### src/rtl/neuron_pkg.sv
// Shared constants and FSM encoding for the time-multiplexed LIF neuron scheduler.
package neuron_pkg;

  localparam int N_NEURONS_DEF = 8;
  localparam int N_INPUTS_DEF  = 8;
  localparam int WIDTH_DEF     = 8;

  typedef enum logic [2:0] {
    S_IDLE,
    S_LOAD,
    S_ACC,
    S_FIRE,
    S_WB,
    S_DONE
  } state_t;

endpackage

### src/rtl/neuron_step_scheduler_sat_add.sv
// Signed two's-complement adder that clamps to the representable range instead of wrapping.
module sat_add #(
  parameter int WIDTH = 8
) (
  input  logic signed [WIDTH-1:0] a,
  input  logic signed [WIDTH-1:0] b,
  output logic signed [WIDTH-1:0] sum
);

  logic signed [WIDTH:0] full;

  // NOTE: every signal written in always_comb gets a value on every path, so no latch is inferred.
  always_comb begin
    full = {a[WIDTH-1], a} + {b[WIDTH-1], b};
    sum  = full[WIDTH-1:0];
    // Sign bits disagree only when the true sum left the WIDTH-bit range.
    if (full[WIDTH] != full[WIDTH-1]) begin
      sum = full[WIDTH] ? {1'b1, {(WIDTH-1){1'b0}}} : {1'b0, {(WIDTH-1){1'b1}}};
    end
  end

endmodule

### src/rtl/neuron_step_scheduler.sv
// Walks every neuron through leak, weighted-input accumulation and fire/write-back once per
// timestep, driving an external membrane accumulator and a 1-cycle-latency weight memory.
module neuron_step_scheduler
  import neuron_pkg::*;
#(
  parameter int N_NEURONS = N_NEURONS_DEF,
  parameter int N_INPUTS  = N_INPUTS_DEF,
  parameter int WIDTH     = WIDTH_DEF
) (
  input  logic                                      clk,
  input  logic                                      rst,
  input  logic                                      start,
  output logic                                      busy,
  output logic                                      done,
  input  logic [N_INPUTS-1:0]                       spike_in,
  input  logic [2:0]                                beta_shift,
  input  logic signed [WIDTH-1:0]                   theta,
  output logic [$clog2(N_NEURONS*N_INPUTS)-1:0]     w_addr,
  input  logic signed [WIDTH-1:0]                   w_data,
  output logic signed [WIDTH-1:0]                   acc_beta_u,
  output logic signed [WIDTH-1:0]                   acc_sum_wx,
  output logic signed [WIDTH-1:0]                   acc_minus_teta,
  output logic                                      acc_was_spike,
  input  logic signed [WIDTH-1:0]                   acc_u_out,
  output logic [N_NEURONS-1:0]                      spike_out
);

  localparam int AW = $clog2(N_NEURONS * N_INPUTS);
  localparam int NW = (N_NEURONS > 1) ? $clog2(N_NEURONS) : 1;
  localparam int CW = $clog2(N_INPUTS + 1);
  localparam logic signed [WIDTH-1:0] ONE = WIDTH'(1);

  state_t                  state;
  logic [NW-1:0]           n;
  logic [CW-1:0]           cnt;
  logic signed [WIDTH-1:0] u [N_NEURONS];
  logic [N_NEURONS-1:0]    spk;
  logic [N_NEURONS-1:0]    spk_next;
  logic [N_NEURONS-1:0]    spk_next_w;
  logic [N_INPUTS-1:0]     spk_lat;
  logic [N_INPUTS-1:0]     spk_sh;
  logic [2:0]              shift_lat;
  logic signed [WIDTH-1:0] theta_lat;
  logic signed [WIDTH-1:0] beta_u;
  logic signed [WIDTH-1:0] sum_wx;
  logic signed [WIDTH-1:0] sat_sum;
  logic signed [WIDTH-1:0] sum_add;
  logic signed [WIDTH-1:0] neg_theta;
  logic signed [WIDTH-1:0] u_cur;
  logic signed [WIDTH-1:0] beta_calc;
  logic                    fired;
  logic                    last_neuron;

  sat_add #(.WIDTH(WIDTH)) u_acc_add (.a(sum_wx), .b(w_data), .sum(sat_sum));

  // -theta as ~theta + 1, so theta = min folds to max instead of wrapping.
  sat_add #(.WIDTH(WIDTH)) u_neg_theta (.a(~theta_lat), .b(ONE), .sum(neg_theta));

  assign u_cur       = u[n];
  assign fired       = (acc_u_out >= theta_lat);
  assign last_neuron = (n == NW'(N_NEURONS - 1));
  assign spike_out   = spk;

  always_comb begin
    beta_calc = (shift_lat == 3'd0) ? u_cur : u_cur - (u_cur >>> shift_lat);
    // Weight data lags its address by one cycle, so ACC cycle k consumes input k-1.
    sum_add   = ((cnt != '0) && spk_sh[0]) ? sat_sum : sum_wx;
    spk_next_w    = spk_next;
    spk_next_w[n] = fired;
  end

  // NOTE: sequential state uses non-blocking assignments so every register samples pre-edge values.
  always_ff @(posedge clk) begin
    if (rst) begin
      state          <= S_IDLE;
      busy           <= 1'b0;
      done           <= 1'b0;
      n              <= '0;
      cnt            <= '0;
      w_addr         <= '0;
      spk_lat        <= '0;
      spk_sh         <= '0;
      shift_lat      <= '0;
      theta_lat      <= '0;
      beta_u         <= '0;
      sum_wx         <= '0;
      spk            <= '0;
      spk_next       <= '0;
      acc_beta_u     <= '0;
      acc_sum_wx     <= '0;
      acc_minus_teta <= '0;
      acc_was_spike  <= 1'b0;
      // NOTE: u is a small flop array rather than a RAM macro, so clearing it in reset is legal.
      for (int i = 0; i < N_NEURONS; i++) u[i] <= '0;
    end else begin
      done <= 1'b0;
      unique case (state)
        S_IDLE: begin
          if (start) begin
            spk_lat   <= spike_in;
            shift_lat <= beta_shift;
            theta_lat <= theta;
            n         <= '0;
            w_addr    <= '0;
            busy      <= 1'b1;
            state     <= S_LOAD;
          end
        end
        S_LOAD: begin
          beta_u <= beta_calc;
          sum_wx <= '0;
          cnt    <= '0;
          spk_sh <= spk_lat;
          state  <= S_ACC;
        end
        S_ACC: begin
          if (cnt != '0) begin
            sum_wx <= sum_add;
            spk_sh <= spk_sh >> 1;
          end
          if (cnt < CW'(N_INPUTS - 1)) w_addr <= w_addr + AW'(1);
          if (cnt == CW'(N_INPUTS)) begin
            acc_beta_u     <= beta_u;
            acc_sum_wx     <= sum_add;
            acc_minus_teta <= neg_theta;
            acc_was_spike  <= spk[n];
            state          <= S_FIRE;
          end else begin
            cnt <= cnt + CW'(1);
          end
        end
        S_FIRE: begin
          acc_beta_u     <= '0;
          acc_sum_wx     <= '0;
          acc_minus_teta <= '0;
          acc_was_spike  <= 1'b0;
          state          <= S_WB;
        end
        S_WB: begin
          u[n]     <= acc_u_out;
          spk_next <= spk_next_w;
          if (last_neuron) begin
            // Spike flags publish together with done; a reset before here leaves them untouched.
            spk    <= spk_next_w;
            w_addr <= '0;
            done   <= 1'b1;
            state  <= S_DONE;
          end else begin
            n      <= n + NW'(1);
            w_addr <= w_addr + AW'(1);
            state  <= S_LOAD;
          end
        end
        S_DONE: begin
          busy  <= 1'b0;
          state <= S_IDLE;
        end
        default: begin
          busy  <= 1'b0;
          state <= S_IDLE;
        end
      endcase
    end
  end

endmodule

### config.mk
export PLATFORM = sky130hd
export DESIGN_NAME = neuron_step_scheduler
export DESIGN_NICKNAME = d
export VERILOG_FILES = /design/src/rtl/neuron_pkg.sv /design/src/rtl/neuron_step_scheduler_sat_add.sv /design/src/rtl/neuron_step_scheduler.sv
export SDC_FILE = /design/constraint.sdc
export NUM_CORES = 1
export LEC_CHECK = 0
export CORE_MARGIN = 1.5
export CORE_UTILIZATION = 58
export DETAILED_ROUTE_END_ITERATION = 10
export PLACE_DENSITY = 0.8
export REMOVE_ABC_BUFFERS = 1
export SETUP_SLACK_MARGIN = 0.2
export SLEW_MARGIN = 20
export SYNTH_ARGS = -nofsm -noshare
export SYNTH_HDL_FRONTEND = slang
export SYNTH_SLANG_ARGS = --single-unit
### constraint.sdc
create_clock -name clk -period 4.5 [get_ports clk]
set_input_delay 0.675 -clock clk [delete_from_list [all_inputs] [get_ports clk]]
set_output_delay 0.675 -clock clk [all_outputs]
set_load 0.01 [all_outputs]
-- Word-level counts from Yosys, hierarchy flattened
Memory sizes are Yosys's and may differ from the RTL's. A register that Yosys moved wholly into a read port is not among the register bits.
Cells that the tools add are included.
- flip-flop bits (word level): 102
- ROM bits: 0
- latch bits: 0
- input port bits: 38
- bits in writable memories: 64
- memories: 1
- memories (memory ; words ; width ; read ports ; clocked after memory_dff ; wr ports ; line ; RTL):
    u ; 8 ; 8 ; 1 ; 1 ; 8 ; neuron_step_scheduler.sv:36 ; logic signed [WIDTH-1:0] u [N_NEURONS];
- muxes and demuxes: 49
- reduce and logical (&&, ||, !) cells: 21
- multiply operators: 0
- eq/ne operators: 14
- $add $sub $neg: 6
- shift operators: 1
- div/mod/pow operators: 0
- $lt $le $gt $ge: 4
- bitwise operators: 3
- operator list (operator ; count):
    $mux W8 ; 12
    $pmux W8 S2 ; 5
    $mux W3 ; 8
    $mux W6 ; 3
    $pmux W6 S3 ; 1
    $pmux W3 S5 ; 1
    $reduce_and A2 Y1 ; 7
    $ne A2 B2 Y1 const B ; 6
    $mux W1 ; 11
    $add A8 B2 Y9 const B ; 1
    $add A8 B8 Y9 ; 1
    $bwmux W8 ; 1
    $ge A8 B8 Y1 ; 1
    $not A8 Y8 ; 1
    $pmux W4 S2 ; 1
    $reduce_or A8 Y1 ; 1
    $sshr A8 B3 Y8 ; 1
    $sub A8 B8 Y8 ; 1
    $add A6 B1 Y6 const B ; 1
    $eq A3 B2 Y1 const B ; 2
    $eq A3 B3 Y1 const B ; 2
    $logic_not A3 Y1 ; 2
    $pmux W3 S2 ; 1
    $reduce_and A3 Y1 ; 2
    other kinds (19) ; 25

-- Longest topological paths before layout
Gate-level depths: netlist (run 1).
- word-level depth: 6
- depth in mapped cells: 17

-- Modules after synthesis
Synthesis (run 1) repeated with hierarchy kept, for this count alone.
- cell total of the unflattened synthesis: 965
- area, all modules: 9200.1 µm²
- modules (own cells, without submodules) (module ; sequential area each (µm²) ; instances ; area each (µm²) ; cells each):
    neuron_step_scheduler ; 4023.9 ; 1 ; 7872.6 ; 780
    sat_add (u_neg_theta) ; 0.0 ; 1 ; 691.9 ; 91
    sat_add (u_acc_add) ; 0.0 ; 1 ; 635.6 ; 94

-- Least setup slack after synthesis (run 1)
OpenSTA, ideal clock, no wires.
- path type: reg2reg
- start point: reg (tool-made name)
- end point: reg beta_u[6]
- setup time: 0.070 ns
- cell stages (with the launch flop): 17
- required time: 4.430 ns
- setup slack: 1.057 ns
- data arrival time: 3.372 ns
- path buffers: 2
- cells stage by stage: dfxtp_1 > clkbuf_1 > clkbuf_1 > mux4_2 > mux2i_4 > inv_2 > mux4_2 > a211o_1 > ha_1 > inv_1 > fa_1 > a21o_1 > a21oi_1 > o21ai_0 > xor2_1 > o211ai_1 > a21oi_1
- RTL lines (what ; line ; RTL):
    end signal, assigned ; neuron_step_scheduler.sv:110 ; beta_u <= beta_calc;
    end, declared ; neuron_step_scheduler.sv:44 ; logic signed [WIDTH-1:0] beta_u;

==> results of run 1 <==
[power by group]
| group | total [mW] | switching, mW | leakage [nW] | internal (mW) |
|---|---|---|---|---|
| Combinational | 0.393 | 0.228 | 1.89 | 0.165 |
| Sequential | 1.67 | 0.0392 | 1.51 | 1.63 |
| Clock | 1.36 | 0.648 | 0.271 | 0.717 |
[cells in the final DEF (no fill, tap or decap), types with 8 or more instances in the layout]
cell / n
mux4_1: 14
ha_1: 29
and2_1: 69
nand2_1: 103
o21ai_0: 32
a21o_1: 12
a211oi_1: 17
clkbuf_16: 17
inv_1: 21
nor3_1: 23
mux2i_1: 11
edfxtp_1: 64
nand3_1: 32
a21oi_1: 66
nand3b_1: 10
a22oi_1: 13
buf_4: 10
nor2_1: 66
clkdlybuf4s50_1: 77
nor2b_1: 8
dfxtp_1: 104
o21ai_1: 15
xor2_1: 8
xnor2_1: 12
[logic make-up (layout without fill, tap and decap cells)]
kind of cell             Yosys count  after routing  share of synthesized area [%]
AND/OR/NAND/NOR                  361            361                          21.03
AO/OA/AOI/OAI                    200            200                          14.38
flip-flops                       169            169                          46.58
buffers and inverters             75            143                          3.563
multiplexers                      37             37                          7.749
adder cells (fa/ha/maj)           31             31                          4.664
XOR/XNOR                          20             20                          2.028
[how the worst max path moves through the flow]
stage	endpoint	depth (start not counted)
final	beta_u[5]	13
after global routing	beta_u[5]	13
after CTS	beta_u[5]	13
after detailed placement	beta_u[5]	13
after global placement	beta_u[5]	13
after floorplan	beta_u[6]	13
[worst max-delay path, cell delays in order, from the launching register on]
cell	delay, ns
dfxtp_2	0.56
buf_4	0.22
mux4_1	0.56
mux2_2	0.34
o21ai_1	0.18
mux2i_1	0.10
o21ai_1	0.27
ha_1	0.28
nor2b_1	0.12
o21ai_0	0.25
a21oi_1	0.15
or3_1	0.35
a311oi_1	0.26
nor3_1	0.06
[per-stage QoR]
step                      area (µm²)  cells  total power, mW  setup slack (ns)  utilization (%)
after floorplan                 8421    842            1.952            0.8193                -
after global placement          9505   1113            2.088            0.6082            65.40
after detailed placement        9505   1113            2.096            0.4655            65.40
after CTS                      10050   1145            3.436            0.4302            69.17
after global routing           10050   1145            3.554            0.3601            69.18
final                          10050   1145            3.430            0.6558            69.18
[area by class of cell]
cell class / count / area share, %
clock inverters: 15 / 1.220
multi-input cells: 649 / 42.92
clock buffers: 17 / 4.231
inverters: 24 / 0.8960
flip-flops and latches: 169 / 40.03
well taps: 184 / 2.290
repair buffers: 87 / 8.412
[cells in the mapped netlist, drive strengths merged (5+ instances only)]
master and count:
dfxtp 105, nand2 103, and2 70, a21oi 66, nor2 66, edfxtp 64, o21ai 48, clkbuf 44
nand3 32, ha 29, inv 24, nor3 23, a211oi 18, mux4 17, a22oi 13, mux2i 13
a21o 12, xnor2 12, nand3b 10, or2 9, nor2b 8, xor2 8, buf 7, mux2 7
nor3b 7, o211ai 7, nor4 6, and3b 5, nand2b 5, nand4 5, o21a 5, o22ai 5
[what timing repair did]
action	CTS	global route
hold buffers	0	0
gates resized for setup	0	1
setup endpoints to repair	0	1
[routing by layer]
| metal | track usage, % | up-vias | wire length [µm] |
|---|---|---|---|
| li1 | - | 3333 | - |
| met1 | 33.61 | 3197 | 8625 |
| met2 | 41.40 | 195 | 9436 |
| met3 | 4.707 | 25 | 915 |
| met4 | 7.620 | 0 | 329 |
| met5 | 0 | - | 0 |
==> run metrics, run 1 <==
Worst-Skew Late Latency=between 0.4 and 0.5 ns; total track usage=about a quarter; initial DRC count=602; DR pass1 iterations=5; Setup Skew=0.007095 ns; slew margin rel.=40.49%; Reg area=4025 µm²; area of the multi-input gates=4315 µm²; share of cells above drive strength 1=7.180%; Die Height=~130 µm; total CTS buffers=17; period utilization=85.43%; global-route wire length before repair=31530 µm; CP Capture Type=flop; endpoints failing hold=0; synth warn=0; main flop type after synthesis=dfxtp_1; drt via density=around 5.9; setup bufs post-CTS=0; Final Max Slew Viols=0; chip width=125.0 µm; Static Leak=around 3.7 nW; maximum root-to-sink buffer count=2; CP max FO=13; Tmin final=3.844 ns; EDFF count, synth=64; fmax=260.1 MHz; # diodes=0; synthesized area per cell=9.673 µm²; r2r worst-path depth=13; largest net degree at the start of global routing=70; outcome=completed; reg2reg setup slack=0.66 ns; initial antenna violation count=0; Slew @ Worst Pin=between 0.8 and 0.9 ns; hold path startpoint=spk_lat[6]; hold endpoint=spk_lat[6]; Yosys top cell by area=dfxtp_1; Fin Setup TNS=0 ns; clock transition at the registers of the reported paths=0.07 ns; max reg flops=64; Max-Cap Viols=0; CP Data Required Time=4.80 ns; Cell Rows=44; reg-to-reg endpoint=beta_u[5]; Max VDD drop=0.3246 mV; hold path cells=2; I/O Buffers=78; # IOs=79; Nets=just over 1000; # setup viols final=0; CTS H-tree depth=4; Crit Path Class=flop to flop; Routed Antenna Nets=0; CTS Sinks=169; Area contributors post-synth=dfxtp_1 24%, edfxtp_1 22%, and2_1 5.0%; Largest Register=u; Area Overhead vs Synth=16.40%; DP HPWL=13510 µm; top-area cell type share of the netlist area=24.33%; CTS tree=yes; Starting Density=59.44%; via count=6750; Placer Congestion=0.8609; final wirelength=19310 µm; number of global-route vias before repair=6306; Post-Syn Area=8638 µm²; DR WL/cell=16.86 µm; Async S/R FF share, synth=0%; Worst Hold Class=flop to flop; Setup crit start kind=flop; total gr overflow=0; Post-Synthesis Cells=between 800 and 900; Netlist cell types=64; PwrDens=between 300 and 400 nW/µm²; sequential area share after synthesis=46.58%; Worst EP arrival=4.15 ns; Root Buffer Master=clkbuf_16; CORE AREA=14530 µm²; hold_ws=around 0.46 ns; RSZ-0062 raised after global routing=no; number of fill cells=1109; Synth Register Bits=169; Die ar.=between 15000 and 20000 µm²; DRC=0
Power figures use the tool's default switching activity.
==> run 2, diff against run 1 <==
- CORE_UTILIZATION: 58 -> 59
- PLACE_DENSITY: 0.8 -> 0.82
- clock period: 4.5 -> 4.44 ns (I/O delays scaled with it)
==> run 2 against run 1 <==
Via count increased by 0.55%. Hold slack about the same. Global-route usage increased by 1.4 points. Critical endpoint is now beta_u[6]. Highest routed layer unchanged.
==> run metrics, run 2 (synthesized netlist as in run 1, its figures left out) <==
Cell Area, Placed=9498 µm²; setup bufs post-CTS=0; clock share of power=around 41%; Setup Skew=0.008647 ns; initial DRC count=between 600 and 700; Root Buffer Master=clkbuf_16; total CTS buffers=17; Routed Antenna Nets=0; Crit path max-delay family=multiplexers; Setup crit start kind=flop; share of cells above drive strength 1=7.083%; min setup slack post-route=0.6856 ns; PostCTS Resize Cnt=0; most frequent cells in the layout=104 x dfxtp_1, 103 x nand2_1, 77 x clkdlybuf4s50_1; clock transition at the registers of the reported paths=0.06 ns; outcome=completed; reg2reg setup slack=0.69 ns; r2r worst-path depth=13; endpoints failing hold=0; Placer Congestion=0.8952; crit-path cells=mux4_1, mux2_2, mux4_2, a211o_1, ha_1, inv_1, fa_1, a21o_1, a21oi_1, o21ai_0, xor2_1, o211ai_1, a21oi_1; via count=6787; Final Max Slew Viols=0; final wirelength=19570 µm; CTS Sinks=169; period utilization=84.56%; hold_ws=between 0.4 and 0.5 ns; Static Leak=roughly 3.7 nW; total track usage=around a quarter; # diodes=0; Nets=1016; Worst EP arrival=4.10 ns; RSZ-0062 raised after global routing=no; CTS H-tree depth=4; hold path startpoint=spk_lat[2]; global-route wire length before repair=31080 µm; largest net degree at the start of global routing=96; CP Capture Type=flop; Gate power share=a little under an eighth; number of global-route vias before repair=6358; DP HPWL=13810 µm; Crit Path Class=flop to flop; CP max FO=12; Worst Hold Class=flop to flop; Starting Density=between 50% and 60%; Max-Cap Viols=0; # setup viols final=0; DR WL/cell=17.11 µm; hold endpoint=spk_lat[2]; Largest Register=u; number of fill cells=1074; Slew @ Worst Pin=0.9884 ns; Area Overhead vs Synth=16.48%; critical path buffer and inverter count=1; Worst-Skew Late Latency=0.43 ns; Internal Power=between 2 and 3 mW; post-route cell area=10060 µm²; Hold Buf Count CTS=0; critical path's largest stage delay=about 0.6 ns; Final Util=a little over two thirds; CP Data Required Time=4.78 ns; total gr overflow=0; commonest non-fill, non-tap cell in the layout=dfxtp_1; Top cell by count, worst path=a21oi_1; Max VDD drop=0.2835 mV; CORE AREA=14420 µm²; Cell Rows=44; PwrDens=349.8 nW/µm²; maximum root-to-sink buffer count=2; # IOs=79; switching power=0.9151 mW; DRC=0; reg-to-reg endpoint=beta_u[6]; Tmin final=3.754 ns; Die ar.=15380 µm²; max reg flops=64; hold path cells=2; Fin Setup TNS=0 ns; Sequential Power Share=48.2%; I/O Buffers=~80; DR pass1 iterations=5; chip width=between 100 and 150 µm; Die Height=124 µm; drt via density=5.933; fmax=266.4 MHz; Sw Share=26.00%; initial antenna violation count=0; CP max stage cell=mux4_1; Place WS=around 0.46 ns; slew margin rel.=34.11%; CTS tree=yes
## run 2: cell count changes in the layout (fill, tap and decap cells not counted), sizes merged
cell | before | now
buf | 10 | 9
bufinv | 0 | 1
clkinv | 10 | 5
clkinvlp | 1 | 2
inv | 28 | 31
## run 2: routing by layer
metal	routed length, µm	vias to the layer above	part of all wire (%)	track usage, %
li1	-	3336	-	-
met1	8409	3207	43	33.95
met2	9697	204	50	44.10
met3	1065	40	5.4	5.678
met4	398	0	2.0	9.446
met5	0	-	0	0
## run 2: worst register-to-register path, stage by stage (launching register included)
cell      delay (ns)
dfxtp_2         0.53
mux4_1          0.60
mux2_2          0.34
mux4_2          0.51
a211o_1         0.32
ha_1            0.19
inv_1           0.07
fa_1            0.19
a21o_1          0.12
a21oi_1         0.08
o21ai_0         0.27
xor2_1          0.17
o211ai_1        0.09
a21oi_1         0.18
## run 2: worst max path at each step
stage / startpoint / to / depth (start not counted)
2_1_floorplan: flop / beta_u[6] / 13
3_3_place_gp: flop / beta_u[5] / 13
3_5_place_dp: flop / beta_u[5] / 13
4_1_cts: flop / beta_u[5] / 13
5_1_grt: flop / beta_u[5] / 13
6_report: flop / beta_u[6] / 13
## run 2: metrics by stage
step / instances / total power, mW
floorplan: 842 / 1.978
global placement: 1112 / 2.114
detailed placement: 1112 / 2.123
CTS: 1144 / 3.530
global route: 1144 / 3.656
finish: 1144 / 3.520
## run 2: power groups by stage
stage,registers (mW),clock network [mW],logic (mW)
floorplan,1.71,0,0.263
global placement,1.73,0,0.386
detailed placement,1.73,0,0.394
CTS,1.70,1.44,0.398
global route,1.70,1.51,0.446
finish,1.70,1.42,0.399
## run 2: cell type report
| type | instances | area (µm²) | share of cell area (%) |
|---|---|---|---|
| clock buffer | 17 | 425.4 | 4.228 |
| clock inverter | 15 | 137.6 | 1.368 |
| inverter | 24 | 90.09 | 0.8953 |
| multi-input combinational | 649 | 4315 | 42.89 |
| sequential | 169 | 4025 | 40.00 |
| tap | 184 | 230.2 | 2.288 |
| timing repair buffer | 86 | 838.3 | 8.331 |
